--- config.mk ---
export PLATFORM = sky130hd
export DESIGN_NAME = mux_n_reg
export DESIGN_NICKNAME = d
export VERILOG_FILES = /design/src/rtl/mux_n_reg.sv
export SDC_FILE = /design/constraint.sdc
export NUM_CORES = 1
export LEC_CHECK = 0
export CAP_MARGIN = 30
export CORE_ASPECT_RATIO = 0.75
export CORE_MARGIN = 5
export CORE_UTILIZATION = 35
export DETAILED_ROUTE_END_ITERATION = 12
export PLACE_DENSITY = 0.92
export SLEW_MARGIN = 0
export SYNTH_ARGS = -nofsm -noshare
export SYNTH_HDL_FRONTEND = slang
export SYNTH_SLANG_ARGS = --single-unit
--- constraint.sdc ---
create_clock -name clk -period 3.82 [get_ports clk]
set_input_delay 0.955 -clock clk [delete_from_list [all_inputs] [get_ports clk]]
set_output_delay 0.955 -clock clk [all_outputs]
set_load 0.005 [all_outputs]
--- src/rtl/mux_n_reg.sv ---
// mux_n_reg: N-channel, W-bit multiplexer with a registered valid/ready output stage.
// Define MUX_RR_EN to add the rr_mode port and the round-robin select pointer.
module mux_n_reg #(
    parameter int W = 8,
    parameter int N = 4
) (
    input  logic                 clk,
    input  logic                 rst,
    input  logic [N*W-1:0]       in_data,
    input  logic [N-1:0]         in_valid,
    output logic [N-1:0]         in_ready,
    input  logic [$clog2(N)-1:0] sel,
`ifdef MUX_RR_EN
    input  logic                 rr_mode,
`endif
    output logic [W-1:0]         out_data,
    output logic                 out_valid,
    input  logic                 out_ready,
    output logic [$clog2(N)-1:0] out_ch
);
    localparam int SW = $clog2(N);

    logic [W-1:0]  data_q, data_d;
    logic [SW-1:0] ch_q, ch_d;
    logic          valid_q, valid_d;

    logic          slot_free;
    logic          chosen_ok;
    logic [SW-1:0] chosen;
    logic          capture;
    logic [W-1:0]  cap_data;

    assign slot_free = !valid_q || out_ready;

`ifdef MUX_RR_EN
    logic [SW-1:0] ptr_q, ptr_d;
    int            idx_i;

    // Walk the search order backwards so the nearest valid channel after ptr wins.
    always_comb begin
        chosen    = sel;
        chosen_ok = (int'(sel) < N);
        idx_i     = 0;
        if (rr_mode) begin
            chosen    = '0;
            chosen_ok = 1'b0;
            for (int k = N; k >= 1; k--) begin
                idx_i = (int'(ptr_q) + k) % N;
                if (in_valid[idx_i[SW-1:0]]) begin
                    chosen    = idx_i[SW-1:0];
                    chosen_ok = 1'b1;
                end
            end
        end
    end

    always_comb begin
        ptr_d = ptr_q;
        if (capture && rr_mode)
            ptr_d = chosen;
    end

    always_ff @(posedge clk) begin
        if (rst)
            ptr_q <= SW'(N - 1);
        else
            ptr_q <= ptr_d;
    end
`else
    always_comb begin
        chosen    = sel;
        chosen_ok = (int'(sel) < N);
    end
`endif

    // Out-of-range selects never match any lane, so nothing is offered or captured.
    always_comb begin
        in_ready = '0;
        cap_data = '0;
        for (int i = 0; i < N; i++) begin
            if (chosen == SW'(i)) begin
                in_ready[i] = chosen_ok && slot_free && !rst;
                cap_data    = in_data[i*W +: W];
            end
        end
    end

    assign capture = |(in_ready & in_valid);

    always_comb begin
        data_d  = data_q;
        ch_d    = ch_q;
        valid_d = valid_q;
        if (capture) begin
            data_d  = cap_data;
            ch_d    = chosen;
            valid_d = 1'b1;
        end else if (out_ready) begin
            valid_d = 1'b0;
        end
    end

    always_ff @(posedge clk) begin
        if (rst) begin
            data_q  <= '0;
            ch_q    <= '0;
            valid_q <= 1'b0;
        end else begin
            data_q  <= data_d;
            ch_q    <= ch_d;
            valid_q <= valid_d;
        end
    end

    assign out_data  = data_q;
    assign out_ch    = ch_q;
    assign out_valid = valid_q;
endmodule
# [After elaboration in Yosys (flattened, before gate mapping)]
# Index checks and enable logic that the tools add are counted.
[word_totals] out_inout_bits=15 input_bits=41 register_bits=11 word_cells=24
[classes] eq_ne=3 muxes=10 reduce_logical=7 bitwise_logic=1
[ops] op="$mux W8" count=4
[ops] op="$mux W1" count=6
[ops] op="$and A4 B4 Y4" count=1
[ops] op="$eq A2 B2 Y1 const B" count=2
[ops] op="$reduce_or A4 Y1" count=1
[ops] op="$eq A2 B1 Y1 const B" count=1
[ops] op="$logic_not A1 Y1" count=2
[ops] op="$logic_not A2 Y1" count=1
[ops] op="$reduce_bool A2 Y1" count=1
[ops] op="$logic_and A1 B1 Y1" count=1
[ops] op="$logic_or A1 B1 Y1" count=1

# [Depth between registers and ports, before layout]
# Gate-level depths: netlist of the first run.
[logic_depth] word_depth=7 depth_mapped=6 mapped_depth_nobuf=4

# [Worst setup path after synthesis of the first run]
# OpenSTA, ideal clock, no wires.
[synth_timing] kind="in2out" from="input out_ready" to="output in_ready[1]" setup_slack_ps=1182 required_ps=2865 t_arrival_ps=1683 stages=3 n_path_buf=0 cell_sequence="and2b_1 -> or2_2 -> nor3b_1"
[synth_between] elab_chain_cells=3
[synth_lines] element="start, declared" line="18" rtl="input logic out_ready,"
[synth_lines] element="$logic_or A1 B1 Y1" line="33" rtl="assign slot_free = !valid_q || out_ready;"
[synth_lines] element="$logic_and A1 B1 Y1" line="82" rtl="in_ready[i] = chosen_ok && slot_free && !rst;"
[synth_lines] element="$mux W1" line="81" rtl="if (chosen == SW'(i)) begin"
[synth_lines] element="end, declared" line="11" rtl="output logic [N-1:0] in_ready,"
# Every way passes these cells.

# [Final worst setup path of the first run]
# Same ends and word-level chain as after synthesis.

==> metrics.md, run 1 <==
| Metric | Value |
|---|---|
| Max Freq | `273 MHz` |
| Residual DRC count | `0` |
| Fraction of the yosys area taken by sequential cells | `0.313` |
| Relative slew slack | `0.387` |
| Hold crit path type | `reg -> reg` |
| Drt wl/cell | `14.8 um` |
| # setup viols final | `0` |
| CTS max path bufs | `2` |
| CTS clk-pin slew, worst paths | `60 ps` |
| Port bufs | `55` |
| Switching share of power | `0.235` |
| Hpwl dp | `1.79 mm` |
| # IOs | `56` |
| Overall routing resource usage | `0.145` |
| Die Footprint | `3020 sq um` |
| P_int | `0.000244 W` |
| Power consumption | `0.000318 W` |
| H-Tree Depth | `1` |
| Worst-Margin Slew | `915 ps` |
| GPL Wtd Cong | `0.670` |
| Critical Path AT | `2710 ps` |
| Post-Synthesis Net Count | `101` |
| Pleak | `0.503 nW` |
| Setup Total Neg Slack | `0 ps` |
| CTS root buf | `clkbuf_4` |
| Final Max Slew Viols | `0` |
| Via total after detailed routing | `735` |
| Row count | `14` |
| Avg Inst Size Synth | `11.7 sq um` |
| Drt total wl | `2.11 mm` |
| Unique cell type count in the Yosys netlist | `17` |
| Clk sinks | `11` |
| Synth warn | `0` |
| Final period util | `0.958` |
| Post-DR vias/cell | `5.18` |
| TritonCTS clock tree | `yes` |
| Crit path kind | `in -> out` |
| Post-synthesis cell area | `704 sq um` |
| Synthesis-stage register bit count | `11` |
| R2R depth | `4` |
| Hold buffers post-CTS | `0` |
| Fin. Hold Viols | `0` |
| Layout net count | `160` |
| Global route overflow | `0` |
| Num CTS Buffers | `3` |
| Die X | `61.8 um` |
| Outcome | `complete, no violations` |
| Power per cell area | `244 nW/um^2` |
| DRT iter0 DRCs | `19` |
| Setup bufs post-CTS | `0` |
| Largest net degree at the start of global routing | `15` |
| Detail Route Antenna Nets | `0` |
| Worst setup EP type | `primary output` |
| Initial Util | `0.359` |
| Initial antenna violation count | `0` |
| CP Max Fanout | `5` |
| Die Span Y | `48.9 um` |
| Sw Pwr | `0.0000746 W` |
| Share of layout cells above drive strength 1 | `0.110` |
| Hold Slack | `502 ps` |
| Clock power frac | `0.243` |
| Diode count | `0` |
| CP Data Required Time | `2860 ps` |
| Flop pwr share | `0.400` |
| Cell count after synthesis | `60` |
| Max-cap viol count | `0` |
| Most common cell after layout, fill and taps aside | `clkdlybuf4s50_1` |
| Post-cts resize count | `0` |
| First-pass GRT wire length | `3.33 mm` |
| Synthesis-to-layout area growth | `85.4%` |
| Skew-Pair Late Insertion Delay | `260 ps` |
| Worst vdd ir | `0.000147 V` |
| Comb pwr share | `0.358` |
| Hold path depth | `2` |
| Worst Skew | `5.22 ps` |
| Vias in the first global route | `757` |
| Critical Path Source Type | `input pin` |
| RSZ-0062 raised after global routing | `false` |
| Fin crit period | `3660 ps` |
| DRT Pass-1 Iters | `4` |
| Core Area | `1960 sq um` |
| Most frequent cells in the layout | `55 x clkdlybuf4s50_1, 13 x nor2_1, 11 x mux2i_1, 11 x dfxtp_1, 5 x mux4_1` |
==> logic make-up (layout without fill, tap and decap cells) <==
group	after synthesis	after routing	share of synthesized area
buffers and inverters	5	63	0.0497
AO/OA/AOI/OAI	3	3	0.0213
multiplexers	20	20	0.471
AND/OR/NAND/NOR	21	21	0.146
flip-flops	11	11	0.313
==> power groups by stage <==
stage	Sequential (W)	Clock [W]	Combinational [W]
2_1_floorplan	0.000130	0	0.0000464
3_3_place_gp	0.000129	0	0.000112
3_5_place_dp	0.000130	0	0.000115
4_1_cts	0.000127	0.0000818	0.000115
5_1_grt	0.000128	0.0000875	0.000122
6_report	0.000127	0.0000772	0.000114
==> registers in the layout, indices dropped and copies added, names as in the netlist <==
register,cells
out_ch,2
out_data,8
out_valid,1
==> layer usage <==
layer	track usage	part of all wire	wire, um	vias to the layer above
li1	-	-	-	341
met4	0.0424	0.0057	12	0
met3	0.0582	0.16	337	2
met1	0.158	0.37	769	335
met2	0.249	0.47	986	57
met5	0	0	0	-
==> worst max-delay path, cell delays in order <==
cell and delay, ps:
clkdlybuf4s50_1 450, and2b_1 230, or2_2 310, nor3b_1 220, clkdlybuf4s50_1 550
==> cell usage after synthesis <==
| library cell | count | area [sq um] |
|---|---|---|
| buf_6 | 2 | 22.5 |
| nor3b_2 | 1 | 12.5 |
| clkbuf_1 | 2 | 7.51 |
| mux4_1 | 5 | 131 |
| o21ai_0 | 2 | 10.0 |
| nand2_1 | 1 | 3.75 |
| nor3_1 | 2 | 10.0 |
| a21oi_1 | 1 | 5.00 |
| mux4_2 | 4 | 90.1 |
| nor2_1 | 13 | 48.8 |
| and3_1 | 1 | 6.26 |
| dfxtp_1 | 11 | 220 |
| buf_2 | 1 | 5.00 |
| and2b_1 | 1 | 7.51 |
| mux2i_1 | 11 | 110 |
| nor3b_1 | 1 | 7.51 |
| or2_2 | 1 | 6.26 |
==> final timing paths <==
path                                  from                        to  slack, ps
setup / recovery                 out_ready               in_ready[1]        160
hold / removal    out_data[6]$_SDFFE_PP0P_  out_data[6]$_SDFFE_PP0P_        500
setup reg to reg    out_valid$_SDFFE_PP0P_  out_data[4]$_SDFFE_PP0P_       2100
hold reg to reg   out_data[6]$_SDFFE_PP0P_  out_data[6]$_SDFFE_PP0P_        500
==> per-stage QoR <==
| stage | cell area [sq um] | util | cells | setup WS (ps) |
|---|---|---|---|---|
| finish | 1310 | 0.666 | 142 | 159 |
| floorplan | 704 | - | 60 | 1180 |
| global route | 1310 | 0.666 | 142 | 61.4 |
| global placement | 1280 | 0.652 | 138 | 209 |
| detailed placement | 1280 | 0.652 | 138 | 164 |
| CTS | 1310 | 0.666 | 142 | 158 |
==> cell type report <==
type / count / area [sq um]
timing repair buffer: 59 / 581
clock buffer: 4 / 26.3
multi-input combinational: 44 / 449
sequential: 11 / 220
tap: 24 / 30.0
fill: 165 / 656
Power figures use the tool's default switching activity.
==> run 2: changes to the inputs <==
--- a/config.mk
+++ b/config.mk
@@ -6,11 +6,14 @@
 export NUM_CORES = 1
 export LEC_CHECK = 0
 export CAP_MARGIN = 30
+export CELL_PAD_IN_SITES_DETAIL_PLACEMENT = 2
+export CELL_PAD_IN_SITES_GLOBAL_PLACEMENT = 2
 export CORE_ASPECT_RATIO = 0.75
 export CORE_MARGIN = 5
-export CORE_UTILIZATION = 35
+export CORE_UTILIZATION = 19
 export DETAILED_ROUTE_END_ITERATION = 12
-export PLACE_DENSITY = 0.92
+export PLACE_DENSITY = 0.91
+export REMOVE_ABC_BUFFERS = 1
 export SLEW_MARGIN = 0
 export SYNTH_ARGS = -nofsm -noshare
 export SYNTH_HDL_FRONTEND = slang
==> metrics.md, run 2 (synthesized netlist as in run 1, its figures left out) <==
| Metric | Value |
|---|---|
| Worst-Margin Slew | `406 ps (-510 ps)` |
| Die X | `80.3 um (+30%)` |
| # IOs | `56 (unchanged)` |
| CTS root buf | `clkbuf_8` |
| DP Worst Slack | `122 ps (-41.5 ps)` |
| Reg-to-reg startpoint | `out_valid$_SDFFE_PP0P_` |
| Hold path depth | `2 (unchanged)` |
| RSZ-0062 raised after global routing | `false` |
| Post-DR vias/cell | `4.16 (-20%)` |
| Endpoint, Worst Hold | `out_data[7]$_SDFFE_PP0P_` |
| Fin. Hold Viols | `0 (unchanged)` |
| Max reg flops | `8 (unchanged)` |
| CP Data Required Time | `2860 ps (about the same)` |
| Worst path cell trace | `clkdlybuf4s50_1, and2b_1, or2_2, nor3b_1, clkdlybuf4s50_1` |
| Initial antenna violation count | `0 (unchanged)` |
| Slowest cell on crit path | `clkdlybuf4s50_1` |
| Diode count | `0 (unchanged)` |
| DRT Pass-1 Iters | `3 (-1)` |
| Largest net degree at the start of global routing | `15 (unchanged)` |
| Pleak | `0.516 nW (+2.6%)` |
| Final Util | `0.378 (-0.287)` |
| Drt wl/cell | `15.7 um (+5.6%)` |
| Final Max Slew Viols | `0 (unchanged)` |
| Hpwl dp | `2.33 mm (+30%)` |
| Final period util | `0.967 (+0.00842)` |
| H-Tree Depth | `1 (unchanged)` |
| Share of layout cells above drive strength 1 | `0.118 (+0.00748)` |
| Initial Util | `0.195 (-0.164)` |
| Drt total wl | `2.68 mm (+27%)` |
| Critical Path AT | `2740 ps (+30 ps)` |
| CP Max Fanout | `5 (unchanged)` |
| Skew-Pair Late Insertion Delay | `230 ps (-30 ps)` |
| Synthesis-to-layout area growth | `94.1%` |
| Die Span Y | `62.7 um (+28%)` |
| Vias in the first global route | `859 (+13%)` |
| Max Freq | `271 MHz (-0.87%)` |
| Critical Path Source Type | `input pin` |
| GPL Wtd Cong | `0.684 (+2.2%)` |
| Worst setup EP type | `primary output` |
| Worst setup margin | `126 ps (-32.2 ps)` |
| Delay-heaviest family, CP | `buffers and inverters` |
| Setup bufs post-CTS | `0 (unchanged)` |
| Filler cells | `417 (+150%)` |
| Fin crit period | `3690 ps (+32.2 ps)` |
| First-pass GRT wire length | `4.15 mm (+25%)` |
| Most common cell after layout, fill and taps aside | `clkdlybuf4s50_1` |
| Num CTS Buffers | `3 (unchanged)` |
| Global route overflow | `0 (unchanged)` |
| CTS max path bufs | `2 (unchanged)` |
| Residual DRC count | `0 (unchanged)` |
| Core Area | `3610 sq um (+84%)` |
| Outcome | `complete, no violations` |
| Placed Cells | `167 (+21%)` |
| Sw Pwr | `0.0000813 W (+8.9%)` |
| Worst Skew | `2.03 ps (-3.19 ps)` |
| Flop2flop setup slack | `2460 ps (+360 ps)` |
| Most used cell along the critical path | `clkdlybuf4s50_1` |
| Hold Startpoint | `out_data[7]$_SDFFE_PP0P_` |
| WP buf/inv | `2 (unchanged)` |
| Row count | `19 (+5)` |
| Final std cells w/o fill | `171 (+20%)` |
| Reg-to-Reg End | `out_data[6]$_SDFFE_PP0P_` |
| Clock power frac | `0.315 (+0.072)` |
| Post-cts resize count | `0 (unchanged)` |
| CTS clk-pin slew, worst paths | `50 ps (about the same)` |
| DRT iter0 DRCs | `5 (-14)` |
| Relative slew slack | `0.729 (+0.342)` |
| Most frequent cells in the layout | `55 x clkdlybuf4s50_1, 13 x nor2_1, 11 x mux2i_1, 11 x dfxtp_1` |
| Hold crit path type | `reg -> reg` |
| Switching share of power | `0.227 (-0.00798)` |
| P_int | `0.000277 W (+14%)` |
| Comb pwr share | `0.328 (-0.030)` |
| Die Footprint | `5040 sq um (+67%)` |
| Via total after detailed routing | `712 (-3.1%)` |
| Detail Route Antenna Nets | `0 (unchanged)` |
| # setup viols final | `0 (unchanged)` |
| Clk sinks | `11 (unchanged)` |
| Hold buffers post-CTS | `0 (unchanged)` |
| Port bufs | `55 (unchanged)` |
| Crit path kind | `in -> out` |
| Setup Total Neg Slack | `0 ps (unchanged)` |
| Flop pwr share | `0.356 (-0.044)` |
| CP max stage delay | `540 ps (about the same)` |
| R2R depth | `5 (+1)` |
| Overall routing resource usage | `0.109 (-0.0358)` |
| Hold Slack | `498 ps (-4.32 ps)` |
| Max-cap viol count | `0 (unchanged)` |
| Layout net count | `161 (+0.63%)` |
| TritonCTS clock tree | `yes` |
| Worst vdd ir | `0.000133 V (-9.3%)` |
| Power per cell area | `262 nW/um^2 (+7.7%)` |
==> run 2: per-stage QoR <==
stage	instance area (sq um)	power, W
global placement	1320	0.000244
global route	1370	0.000382
detailed placement	1320	0.000250
finish	1370	0.000359
floorplan	669	0.000168
CTS	1370	0.000367
==> run 2: area by class of cell <==
cell class                      count  area (sq um)  share of cell area
Clock buffer                        4          45.0              0.0329
Multi-Input combinational cell     44           449               0.328
Timing Repair Buffer               60           588               0.430
Sequential cell                    11           220               0.161
Tap cell                           52          65.1              0.0476
==> run 2: how the worst max path moves through the flow <==
stage                     slack [ps]     endpoint  cells past startpoint  startpoint
after floorplan                 1180  in_ready[1]                      3   out_ready
after detailed placement         120  in_ready[1]                      5   out_ready
after global placement           190  in_ready[1]                      5   out_ready
final                            130  in_ready[1]                      5   out_ready
after CTS                         90  in_ready[1]                      5   out_ready
after global routing              40  in_ready[1]                      5   out_ready
==> run 2: routing by layer <==
layer  global-route usage  part of all wire  wire length (um)
met1                0.107              0.34               908
met2                0.216              0.60              1600
met3               0.0461             0.063               169
met4              0.00633                 0                 0
met5                    0                 0                 0
==> run 2: worst min-delay path: stages (launching register included) <==
cell and delay [ps]:
dfxtp_1 330, mux2i_1 70, nor2_1 70
==> run 2: power groups by stage <==
| stage | registers, W | logic [W] | clock network, W |
|---|---|---|---|
| after floorplan | 0.000130 | 0.0000383 | 0 |
| after global placement | 0.000130 | 0.000115 | 0 |
| after detailed placement | 0.000130 | 0.000120 | 0 |
| after CTS | 0.000128 | 0.000120 | 0.000119 |
| after global routing | 0.000129 | 0.000126 | 0.000127 |
| final | 0.000128 | 0.000118 | 0.000113 |
==> run 3: changes to the inputs <==
==> constraint.sdc (replaced) <==
create_clock -name clk -period 3.82 [get_ports clk]
set_input_delay 0.764 -clock clk [delete_from_list [all_inputs] [get_ports clk]]
set_output_delay 0.764 -clock clk [all_outputs]
set_load 0.005 [all_outputs]
==> metrics.md, run 3 (synthesized netlist as in run 1, its figures left out) <==
| Metric | Value |
|---|---|
| Die X | `80.3 um (unchanged)` |
| Via total after detailed routing | `709 (-0.42%)` |
| Overall routing resource usage | `0.106 (-0.00241)` |
| Power per cell area | `265 nW/um^2 (+0.93%)` |
| Drt wl/cell | `15.5 um (-0.93%)` |
| WP buf/inv | `2 (unchanged)` |
| Worst Skew | `1.20 ps (-0.835 ps)` |
| Post-cts resize count | `0 (unchanged)` |
| Worst-Margin Slew | `585 ps (+179 ps)` |
| Post-DR vias/cell | `4.20 (+0.76%)` |
| RSZ-0062 raised after global routing | `false` |
| Hpwl dp | `2.25 mm (-3.2%)` |
| Synthesis-to-layout area growth | `92.0%` |
| Max reg flops | `8 (unchanged)` |
| Most used cell along the critical path | `clkdlybuf4s50_1` |
| Fin crit period | `3330 ps (-362 ps)` |
| Share of layout cells above drive strength 1 | `0.103 (-0.0151)` |
| Num CTS Buffers | `3 (unchanged)` |
| TritonCTS clock tree | `yes` |
| Fin. Hold Viols | `0 (unchanged)` |
| Setup Total Neg Slack | `0 ps (unchanged)` |
| Initial antenna violation count | `0 (unchanged)` |
| Setup crit end | `in_ready[1]` |
| Power consumption | `0.000358 W (-0.17%)` |
| Diode count | `0 (unchanged)` |
| Slowest cell on crit path | `clkdlybuf4s50_1` |
| Layout net count | `159 (-1.2%)` |
| Final Max Slew Viols | `0 (unchanged)` |
| CP Launch Point | `out_ready` |
| Residual DRC count | `0 (unchanged)` |
| First-pass GRT wire length | `4.09 mm (-1.3%)` |
| Relative slew slack | `0.609 (-0.120)` |
| Die Footprint | `5040 sq um (unchanged)` |
| Final period util | `0.872 (-0.0948)` |
| Die Span Y | `62.7 um (unchanged)` |
| Most frequent cells in the layout | `55 x clkdlybuf4s50_1, 13 x nor2_1, 11 x mux2i_1, 11 x dfxtp_1, 5 x mux4_1` |
| Flop2flop setup slack | `2230 ps (-230 ps)` |
| CTS root buf | `clkbuf_8` |
| Core Area | `3610 sq um (unchanged)` |
| Critical Path AT | `2570 ps (-170 ps)` |
| Skew-Pair Late Insertion Delay | `230 ps (about the same)` |
| CTS clk-pin slew, worst paths | `50 ps (about the same)` |
| Max Freq | `300 MHz (+11%)` |
| Row count | `19 (unchanged)` |
| H-Tree Depth | `1 (unchanged)` |
| Global route overflow | `0 (unchanged)` |
| DRT iter0 DRCs | `18 (+13)` |
| Worst vdd ir | `0.000145 V (+9.3%)` |
| Critical Path Source Type | `input pin` |
| Reg-to-Reg End | `out_ch[0]$_SDFFE_PP0P_` |
| Drt total wl | `2.62 mm (-2.1%)` |
| Hold Slack | `504 ps (+5.98 ps)` |
| Worst path cell trace | `clkdlybuf4s50_1, and2b_1, or2_2, nor3b_1, clkdlybuf4s50_1` |
| Delay-heaviest family, CP | `buffers and inverters` |
| CP Max Fanout | `5 (unchanged)` |
| # setup viols final | `0 (unchanged)` |
| Vias in the first global route | `823 (-4.2%)` |
| Detail Route Antenna Nets | `0 (unchanged)` |
| Largest net degree at the start of global routing | `15 (unchanged)` |
| R2R depth | `5 (unchanged)` |
| Initial Util | `0.195 (unchanged)` |
| Crit path depth | `5 (unchanged)` |
| CP max stage delay | `560 ps (+20 ps)` |
| Filler cells | `406 (-2.6%)` |
| Max-cap viol count | `0 (unchanged)` |
| Clk sinks | `11 (unchanged)` |
| Outcome | `complete, no violations` |
| Most common cell after layout, fill and taps aside | `clkdlybuf4s50_1` |
| CP Data Required Time | `3060 ps (+200 ps)` |
| Pleak | `0.506 nW (-1.9%)` |
| GPL Wtd Cong | `0.689 (+0.73%)` |
| CTS max path bufs | `2 (unchanged)` |
| DRT Pass-1 Iters | `2 (-1)` |
| # IOs | `56 (unchanged)` |
| Port bufs | `55 (unchanged)` |
| Hold crit path type | `reg -> reg` |
| Hold buffers post-CTS | `0 (unchanged)` |
| Setup bufs post-CTS | `0 (unchanged)` |
| Worst setup EP type | `primary output` |
| Reg-to-reg startpoint | `out_valid$_SDFFE_PP0P_` |
| Crit path kind | `in -> out` |
==> run 3: worst min path at each step <==
stage,start,end,slack (ps),cells past startpoint
final,out_data[7]$_SDFFE_PP0P_,out_data[7]$_SDFFE_PP0P_,500,2
after global routing,out_data[7]$_SDFFE_PP0P_,out_data[7]$_SDFFE_PP0P_,550,2
after CTS,out_data[7]$_SDFFE_PP0P_,out_data[7]$_SDFFE_PP0P_,520,2
after detailed placement,out_data[7]$_SDFFE_PP0P_,out_data[7]$_SDFFE_PP0P_,500,2
after global placement,out_ch[0]$_SDFFE_PP0P_,out_ch[0]$_SDFFE_PP0P_,470,2
after floorplan,out_ch[1]$_SDFFE_PP0P_,out_ch[1]$_SDFFE_PP0P_,470,2
==> run 3: layer usage <==
| metal | share of wire | wire length, um | vias up | global-route usage |
|---|---|---|---|---|
| met5 | 0 | 0 | - | 0 |
| li1 | - | - | 341 | - |
| met4 | 0 | 0 | 0 | 0 |
| met1 | 0.38 | 984 | 343 | 0.112 |
| met3 | 0.070 | 183 | 0 | 0.0504 |
| met2 | 0.55 | 1450 | 25 | 0.201 |
==> run 3: area by class of cell <==
class                   count  area (sq um)  area share
clock buffers               4          45.0      0.0333
well taps                  52          65.1      0.0481
flip-flops and latches     11           220       0.163
repair buffers             58           573       0.424
multi-input cells          44           449       0.332
==> run 3: tightest hold or removal path, cell delays in order, from the launching register on <==
cell and delay (ps):
dfxtp_1 330, mux2i_1 70, nor2_1 70
==> run 3: metrics by stage <==
step | utilization | setup slack (ps) | instance area (sq um) | instances
after floorplan | - | 1560 | 669 | 55
after global routing | 0.374 | 427 | 1350 | 169
after global placement | 0.362 | 568 | 1310 | 165
after CTS | 0.374 | 443 | 1350 | 169
final | 0.374 | 489 | 1350 | 169
after detailed placement | 0.362 | 461 | 1310 | 165
==> run 3: report_power, final <==
part,leakage (nW),internal [W],switching (W),total (W)
Clock,0.0228,0.0000731,0.0000411,0.000114
Combinational,0.394,0.0000800,0.0000362,0.000116
Sequential,0.0901,0.000123,0.00000456,0.000128
Total,0.506,0.000276,0.0000819,0.000358
